<file path="config.mk">
export PLATFORM = sky130hd
export DESIGN_NAME = uart_rx_core
export DESIGN_NICKNAME = d
export VERILOG_FILES = /design/src/rtl/uart_pkg.sv /design/src/rtl/uart_bit_sampler.sv /design/src/rtl/uart_rx_core.sv
export SDC_FILE = /design/constraint.sdc
export NUM_CORES = 1
export LEC_CHECK = 0
export ABC_AREA = 1
export CAP_MARGIN = 15
export CORE_AREA = 3 3 71 73
export CTS_CLUSTER_DIAMETER = 100
export DETAILED_ROUTE_END_ITERATION = 8
export DIE_AREA = 0 0 74 76
export GPL_ROUTABILITY_DRIVEN = 0
export GPL_TIMING_DRIVEN = 0
export PLACE_DENSITY = 0.74
export SLEW_MARGIN = 10
export SYNTH_ARGS = -nofsm -noshare
export SYNTH_HDL_FRONTEND = slang
export SYNTH_SLANG_ARGS = --single-unit
</file>
<file path="constraint.sdc">
create_clock -name clk -period 3.59 [get_ports clk]
set_clock_uncertainty 0.2 [all_clocks]
set_input_delay 0.718 -clock clk [delete_from_list [all_inputs] [get_ports clk]]
set_output_delay 0.718 -clock clk [all_outputs]
set_load 0.01 [all_outputs]
</file>
<file path="src/rtl/uart_pkg.sv">
// Shared types and helpers for the UART receive path.
package uart_pkg;

  localparam int PAR_NONE = 0;
  localparam int PAR_EVEN = 1;
  localparam int PAR_ODD  = 2;

  typedef enum logic [2:0] {
    RX_IDLE     = 3'd0,
    RX_START    = 3'd1,
    RX_DATA     = 3'd2,
    RX_PARITY   = 3'd3,
    RX_STOP     = 3'd4,
    RX_BRK_WAIT = 3'd5
  } rx_state_t;

  function automatic int tick_cnt_width(input int oversample);
    return $clog2(oversample);
  endfunction

  function automatic logic xor_reduce9(input logic [8:0] d);
    return ^d;
  endfunction

  function automatic logic majority3(input logic a, input logic b, input logic c);
    return (a & b) | (a & c) | (b & c);
  endfunction

endpackage

</file>
<file path="src/rtl/uart_bit_sampler.sv">
// Line front end: synchroniser, falling-edge detect and 3-sample mid-bit vote.
module uart_bit_sampler
  import uart_pkg::*;
#(
  parameter int OVERSAMPLE = 16,
  parameter int CW         = 4
) (
  input  logic          clk,
  input  logic          rst,
  input  logic          baud_tick,
  input  logic [CW-1:0] tick_cnt,
  input  logic          serial_in,
  output logic          sync_line,
  output logic          fall_edge,
  output logic          voted_bit
);

  localparam int M = OVERSAMPLE / 2;
  localparam logic [CW-1:0] TICK_A = CW'(M - 1);
  localparam logic [CW-1:0] TICK_B = CW'(M);

  logic [1:0] sync_r;
  logic [1:0] fill_r;
  logic       prev_r;
  logic [1:0] smp_r;

  // Synchroniser; prev_r stays low until sync_r[1] carries a real line sample,
  // so a line already low when reset releases never looks like a start edge.
  always_ff @(posedge clk or posedge rst) begin
    if (rst) begin
      sync_r <= 2'b11;
      fill_r <= 2'b00;
      prev_r <= 1'b0;
    end else begin
      sync_r <= {sync_r[0], serial_in};
      fill_r <= {fill_r[0], 1'b1};
      prev_r <= sync_r[1] & fill_r[1];
    end
  end

  // Hold the first two mid-bit samples; the third is the live line at tick M+1
  always_ff @(posedge clk or posedge rst) begin
    if (rst) begin
      smp_r <= 2'b11;
    end else if (baud_tick && (tick_cnt == TICK_A)) begin
      smp_r <= {smp_r[1], sync_r[1]};
    end else if (baud_tick && (tick_cnt == TICK_B)) begin
      smp_r <= {sync_r[1], smp_r[0]};
    end else begin
      smp_r <= smp_r;
    end
  end

  assign sync_line = sync_r[1];
  assign fall_edge = prev_r & ~sync_r[1];
  assign voted_bit = majority3(smp_r[0], smp_r[1], sync_r[1]);

endmodule

</file>
<file path="src/rtl/uart_rx_core.sv">
// Parametrised UART receiver: frame FSM, tick/bit counters, shift register
// and a valid/ready output word with framing, parity and overrun status.
module uart_rx_core
  import uart_pkg::*;
#(
  parameter int DATA_BITS  = 8,
  parameter int OVERSAMPLE = 16,
  parameter int PARITY     = 0,
  parameter int STOP_BITS  = 1
) (
  input  logic                 clk,
  input  logic                 rst,
  input  logic                 baud_tick,
  input  logic                 serial_in,
  output logic [DATA_BITS-1:0] rx_data,
  output logic                 rx_valid,
  input  logic                 rx_ready,
  output logic                 frame_err,
  output logic                 parity_err,
  output logic                 overrun,
  output logic                 busy
);

  localparam int CW = tick_cnt_width(OVERSAMPLE);
  localparam int M  = OVERSAMPLE / 2;
  localparam logic [CW-1:0] TICK_ZERO = CW'(0);
  localparam logic [CW-1:0] TICK_ONE  = CW'(1);
  localparam logic [CW-1:0] TICK_VOTE = CW'(M + 1);
  localparam logic [CW-1:0] TICK_LAST = CW'(OVERSAMPLE - 1);
  localparam logic [3:0] LAST_DATA = 4'(DATA_BITS - 1);
  localparam logic [3:0] LAST_STOP = 4'(STOP_BITS - 1);
  localparam logic HAS_PARITY = (PARITY == PAR_EVEN) || (PARITY == PAR_ODD);
  localparam logic ODD_MODE   = (PARITY == PAR_ODD);

  rx_state_t            state_r, state_n;
  logic [CW-1:0]        tick_r, tick_n, tick_step_s;
  logic [3:0]           bit_r, bit_n;
  logic [DATA_BITS-1:0] shift_r, shift_n;
  logic                 fe_r, fe_n;
  logic                 pe_r, pe_n;
  logic                 at_vote_s, at_last_s;
  logic                 done_s, done_fe_s, load_s;
  logic                 sync_line_s, fall_edge_s, voted_bit_s;

  uart_bit_sampler #(
    .OVERSAMPLE (OVERSAMPLE),
    .CW         (CW)
  ) u_sampler (
    .clk       (clk),
    .rst       (rst),
    .baud_tick (baud_tick),
    .tick_cnt  (tick_r),
    .serial_in (serial_in),
    .sync_line (sync_line_s),
    .fall_edge (fall_edge_s),
    .voted_bit (voted_bit_s)
  );

  // Next-state, counter and accumulator decode
  always_comb begin
    at_vote_s   = baud_tick && (tick_r == TICK_VOTE);
    at_last_s   = baud_tick && (tick_r == TICK_LAST);
    tick_step_s = (tick_r == TICK_LAST) ? TICK_ZERO : (tick_r + TICK_ONE);
    state_n     = state_r;
    tick_n      = baud_tick ? tick_step_s : tick_r;
    bit_n       = bit_r;
    shift_n     = shift_r;
    fe_n        = fe_r;
    pe_n        = pe_r;
    done_s      = 1'b0;
    done_fe_s   = fe_r;
    case (state_r)
      RX_IDLE: begin
        tick_n = TICK_ZERO;
        if (fall_edge_s) begin
          state_n = RX_START;
          bit_n   = 4'd0;
          fe_n    = 1'b0;
          pe_n    = 1'b0;
        end else begin
          state_n = RX_IDLE;
        end
      end
      RX_START: begin
        if (at_vote_s && voted_bit_s) begin
          state_n = RX_IDLE;
          tick_n  = TICK_ZERO;
        end else if (at_last_s) begin
          state_n = RX_DATA;
          bit_n   = 4'd0;
        end else begin
          state_n = RX_START;
        end
      end
      RX_DATA: begin
        if (at_vote_s) begin
          shift_n = {voted_bit_s, shift_r[DATA_BITS-1:1]};
        end else begin
          shift_n = shift_r;
        end
        if (at_last_s && (bit_r == LAST_DATA)) begin
          state_n = HAS_PARITY ? RX_PARITY : RX_STOP;
          bit_n   = 4'd0;
        end else if (at_last_s) begin
          bit_n = bit_r + 4'd1;
        end else begin
          bit_n = bit_r;
        end
      end
      RX_PARITY: begin
        // Error whenever data ones plus the parity bit miss the expected sense
        if (at_vote_s) begin
          pe_n = xor_reduce9(9'(shift_r)) ^ voted_bit_s ^ ODD_MODE;
        end else begin
          pe_n = pe_r;
        end
        if (at_last_s) begin
          state_n = RX_STOP;
          bit_n   = 4'd0;
        end else begin
          state_n = RX_PARITY;
        end
      end
      RX_STOP: begin
        if (at_vote_s && (bit_r == LAST_STOP)) begin
          done_s    = 1'b1;
          done_fe_s = fe_r | ~voted_bit_s;
          tick_n    = TICK_ZERO;
          if (done_fe_s && !sync_line_s) begin
            state_n = RX_BRK_WAIT;
          end else begin
            state_n = RX_IDLE;
          end
        end else if (at_vote_s) begin
          fe_n = fe_r | ~voted_bit_s;
        end else if (at_last_s) begin
          bit_n = bit_r + 4'd1;
        end else begin
          bit_n = bit_r;
        end
      end
      RX_BRK_WAIT: begin
        tick_n = TICK_ZERO;
        if (sync_line_s) begin
          state_n = RX_IDLE;
        end else begin
          state_n = RX_BRK_WAIT;
        end
      end
      default: begin
        state_n = RX_IDLE;
        tick_n  = TICK_ZERO;
      end
    endcase
    load_s = done_s && (!rx_valid || rx_ready);
  end

  // FSM state, counters and per-frame accumulators
  always_ff @(posedge clk or posedge rst) begin
    if (rst) begin
      state_r <= RX_IDLE;
      tick_r  <= TICK_ZERO;
      bit_r   <= 4'd0;
      shift_r <= {DATA_BITS{1'b0}};
      fe_r    <= 1'b0;
      pe_r    <= 1'b0;
    end else begin
      state_r <= state_n;
      tick_r  <= tick_n;
      bit_r   <= bit_n;
      shift_r <= shift_n;
      fe_r    <= fe_n;
      pe_r    <= pe_n;
    end
  end

  // Output word register, handshake and status pulses
  always_ff @(posedge clk or posedge rst) begin
    if (rst) begin
      rx_data    <= {DATA_BITS{1'b0}};
      rx_valid   <= 1'b0;
      frame_err  <= 1'b0;
      parity_err <= 1'b0;
      overrun    <= 1'b0;
      busy       <= 1'b0;
    end else begin
      busy    <= (state_n != RX_IDLE);
      overrun <= done_s && !load_s;
      if (load_s) begin
        rx_data    <= shift_r;
        frame_err  <= done_fe_s;
        parity_err <= pe_r;
        rx_valid   <= 1'b1;
      end else if (rx_valid && rx_ready) begin
        rx_valid <= 1'b0;
      end else begin
        rx_valid <= rx_valid;
      end
    end
  end

endmodule
</file>
==> run metrics, run 1 <==
run status=complete, no violations; global route total overflow=0; Critical Path AT=1.19 ns; Sw Ratio=0.2500; syn_nets=295; gr usage total=0.1632; worst path bufs/invs=1; global-route wire length before repair=7258 um; synthesized area=0.002198 mm2; die span in x=74 um; P per Cell Area=421.6 mW/mm2; n_diodes=0; f_max=474.0 MHz; period utilization=0.5877; Netlist cell types=28; worst path required time=2.67 ns; Critical Path Sink Type=primary output; Post-layout nets=319; CTS clock-pin slew for the worst setup and hold paths=0.08 ns; Leak=1.291 nW; vias in the first global route=1,667; YS warnings=0; Port-buffer cells=16; Multi-input gate area=988.4 um2; Fillers=413; sequential power share=0.466; hold_buf cts=0; WL final=4099 um; WL/cell=11.32 um; Min-Delay Path Class=flop to flop; Gate power share=0.132; CTS tree=yes; Chip Height=76 um; buffers from clock root to sink, at most=2; Peak supply drop=0.3562 mV; register area share after synthesis=0.4690; Crit path max-delay family=buffers and inverters; unrepaired setup endpoints after global routing=no; TritonCTS Buffers=5; count of final hold-check violations=0; Sink Count=41; initial antenna violation count=0; final core occ=0.5856; Clock power frac=0.401; Max FO, Critical Path=2; core footprint=0.004414 mm2; drt first-iter violations=89; num rows=24; Sequential Area=0.001031 mm2; DR pass1 iterations=4; cell count after synthesis=285; clk_lat worst skew=0.30 ns; Startpoint Class=flop; Setup TNS=0 ns; Yosys reg bits=41; Layout area overhead=17.59%; Internal Pwr Total=0.0008174 W; Vias/cell=4.923; H-Tree Depth=2; die area=0.005624 mm2; Initial Util=0.4980; crit path cell chain=clkdlybuf4s50_1; max-cap viol count=0; Post-Syn Area per Cell=7.714 um2; # resized after CTS=0; residual DRC count=0; final setup violating endpoints=0; Final min period=2.110 ns; vias after detailed routing=1,782; Finished Layout Cells=362; largest net degree at the start of global routing=24; slowest stage cell, crit path=clkdlybuf4s50_1; Final ANT Viol Nets=0; root buffer cell=clkbuf_8; Final HPWL DP=3037 um; layout cells sized above 1=0.1129; total net switching power=0.0002725 W; dpl cells=354; Ports=18; max incr delay on CP=0.54 ns; Post-CTS Repair Setup Buffers=0; Crit Path Class=flop to primary output; Max Slew Vio Count=0
==> area by class of cell <==
| type | count | area share |
|---|---|---|
| sequential | 41 | 0.3988 |
| multi-input combinational | 200 | 0.3824 |
| timing repair buffer | 17 | 0.07260 |
| inverter | 40 | 0.05808 |
| clock buffer | 5 | 0.02662 |
| clock inverter | 3 | 0.02517 |
| tap | 52 | 0.02517 |
| buffer | 4 | 0.01113 |
==> cells in the mapped netlist (all sizes together) <==
cell type	count	share of area
buf	4	0.013
ha	5	0.028
nand3	20	0.046
a31oi	1	0.0028
dfstp	4	0.048
conb	1	0.0017
nor3	2	0.0046
o21ai	23	0.052
xnor2	3	0.012
nor2	19	0.052
a21oi	4	0.0091
xor2	4	0.016
and3	1	0.0028
nand2	107	0.19
inv	40	0.068
o31ai	1	0.0034
nand3b	2	0.0068
dfrtp	37	0.42
nand4	7	0.020
==> flip-flops by register name (all words and copies together), names as in the netlist <==
| register | cells |
|---|---|
| tick_r | 4 |
| busy | 1 |
| bit_r | 4 |
| overrun | 1 |
| fe_r | 1 |
| parity_err | 1 |
| rx_data | 8 |
| shift_r | 8 |
| u_sampler.smp_r | 2 |
| u_sampler.prev_r | 1 |
| u_sampler.sync_r | 2 |
| frame_err | 1 |
| state_r | 3 |
| u_sampler.fill_r | 2 |
| pe_r | 1 |
| rx_valid | 1 |
==> worst register-to-register path, delay by kind of cell, from the launching register on <==
family | cells | cell delay (ns)
adders and majority gates | 1 | 0.24
buffers and inverters | 1 | 0.11
DFF | 1 | 0.42
and+or+nand+nor | 7 | 0.79
==> power groups by stage <==
stage | logic, W | clock network [W] | registers [W]
after floorplan | 0.000109 | 0 | 0.000514
final | 0.000144 | 0.000438 | 0.000508
after CTS | 0.000146 | 0.000449 | 0.000508
after detailed placement | 0.000145 | 0 | 0.000517
after global routing | 0.000164 | 0.000470 | 0.000512
after global placement | 0.000137 | 0 | 0.000516
==> path summary, 6_finish.rpt <==
| kind | from | to | slack (ns) | depth (start not counted) |
|---|---|---|---|---|
| max | parity_err$_DFFE_PP0P_ | parity_err | 1.48 | 1 |
| min | u_sampler.fill_r[0]$_DFF_PP0_ | u_sampler.fill_r[1]$_DFF_PP0_ | 0.15 | 0 |
| max reg2reg | tick_r[0]$_DFF_PP0_ | bit_r[2]$_DFFE_PP0P_ | 1.78 | 9 |
| min reg2reg | u_sampler.fill_r[0]$_DFF_PP0_ | u_sampler.fill_r[1]$_DFF_PP0_ | 0.15 | 0 |
| max in group asynchronous | rst | overrun$_DFF_PP0_ | 2.20 | 3 |
| min in group asynchronous | rst | state_r[1]$_DFF_PP0_ | 0.54 | 2 |
==> stage by stage <==
stage,setup WS [ns],cell area (um2),hold WS [ns],power [W]
after global placement,0.8688,2424,0.1327,0.0006533
after floorplan,1.729,2198,0.1312,0.0006228
after detailed placement,1.503,2451,0.1365,0.0006618
final,1.480,2585,0.1512,0.001090
after global routing,1.415,2585,0.1595,0.001146
after CTS,1.466,2585,0.1538,0.001104
==> cell families (layout without fill, tap and decap cells) <==
group / Yosys count / count (layout) / synth area share
flip-flops: 41 / 41 / 0.4690
XOR/XNOR: 7 / 7 / 0.02789
adder cells (fa/ha/maj): 5 / 5 / 0.02846
AND/OR/NAND/NOR: 158 / 158 / 0.3238
buffers and inverters: 44 / 69 / 0.08139
AO/OA/AOI/OAI: 29 / 29 / 0.06773
other: 1 / 1 / 0.001706
==> layout by cell type, fill, tap and decap left out, drive strengths merged <==
master / instances
o21ai: 23
xnor2: 3
conb: 1
dfstp: 4
nor3: 2
nand4: 7
bufinv: 2
ha: 5
xor2: 4
nor2: 19
clkdlybuf4s50: 16
o31ai: 1
inv: 40
and3: 1
clkbuf: 5
nand2: 107
nand3b: 2
dfrtp: 37
buf: 5
a21oi: 4
clkinv: 1
a31oi: 1
nand3: 20
==> routing by layer <==
layer / global-route usage / part of all wire
met2: 0.2695 / 0.50
met1: 0.2005 / 0.45
met5: 0 / 0
met3: 0.05541 / 0.044
met4: 0.04348 / 0.011
No activity file was read; power rests on OpenSTA's default activity.
==> run 2, diff against run 1 <==
- clock period: 3.59 -> 2.1 ns (I/O delays scaled with it)
==> results of run 2 <==
The final DEF is identical to that of run 1. Status: complete, no violations.
Among the figures that moved: setup slack after placement 1.503 ns -> 0.2902 ns; setup slack after layout 1.480 ns -> 0.2882 ns; register-to-register setup slack 1.78 ns -> 0.29 ns; total power 0.001090 W -> 0.001863 W; worst IR drop on VDD 0.3562 mV -> 0.6089 mV
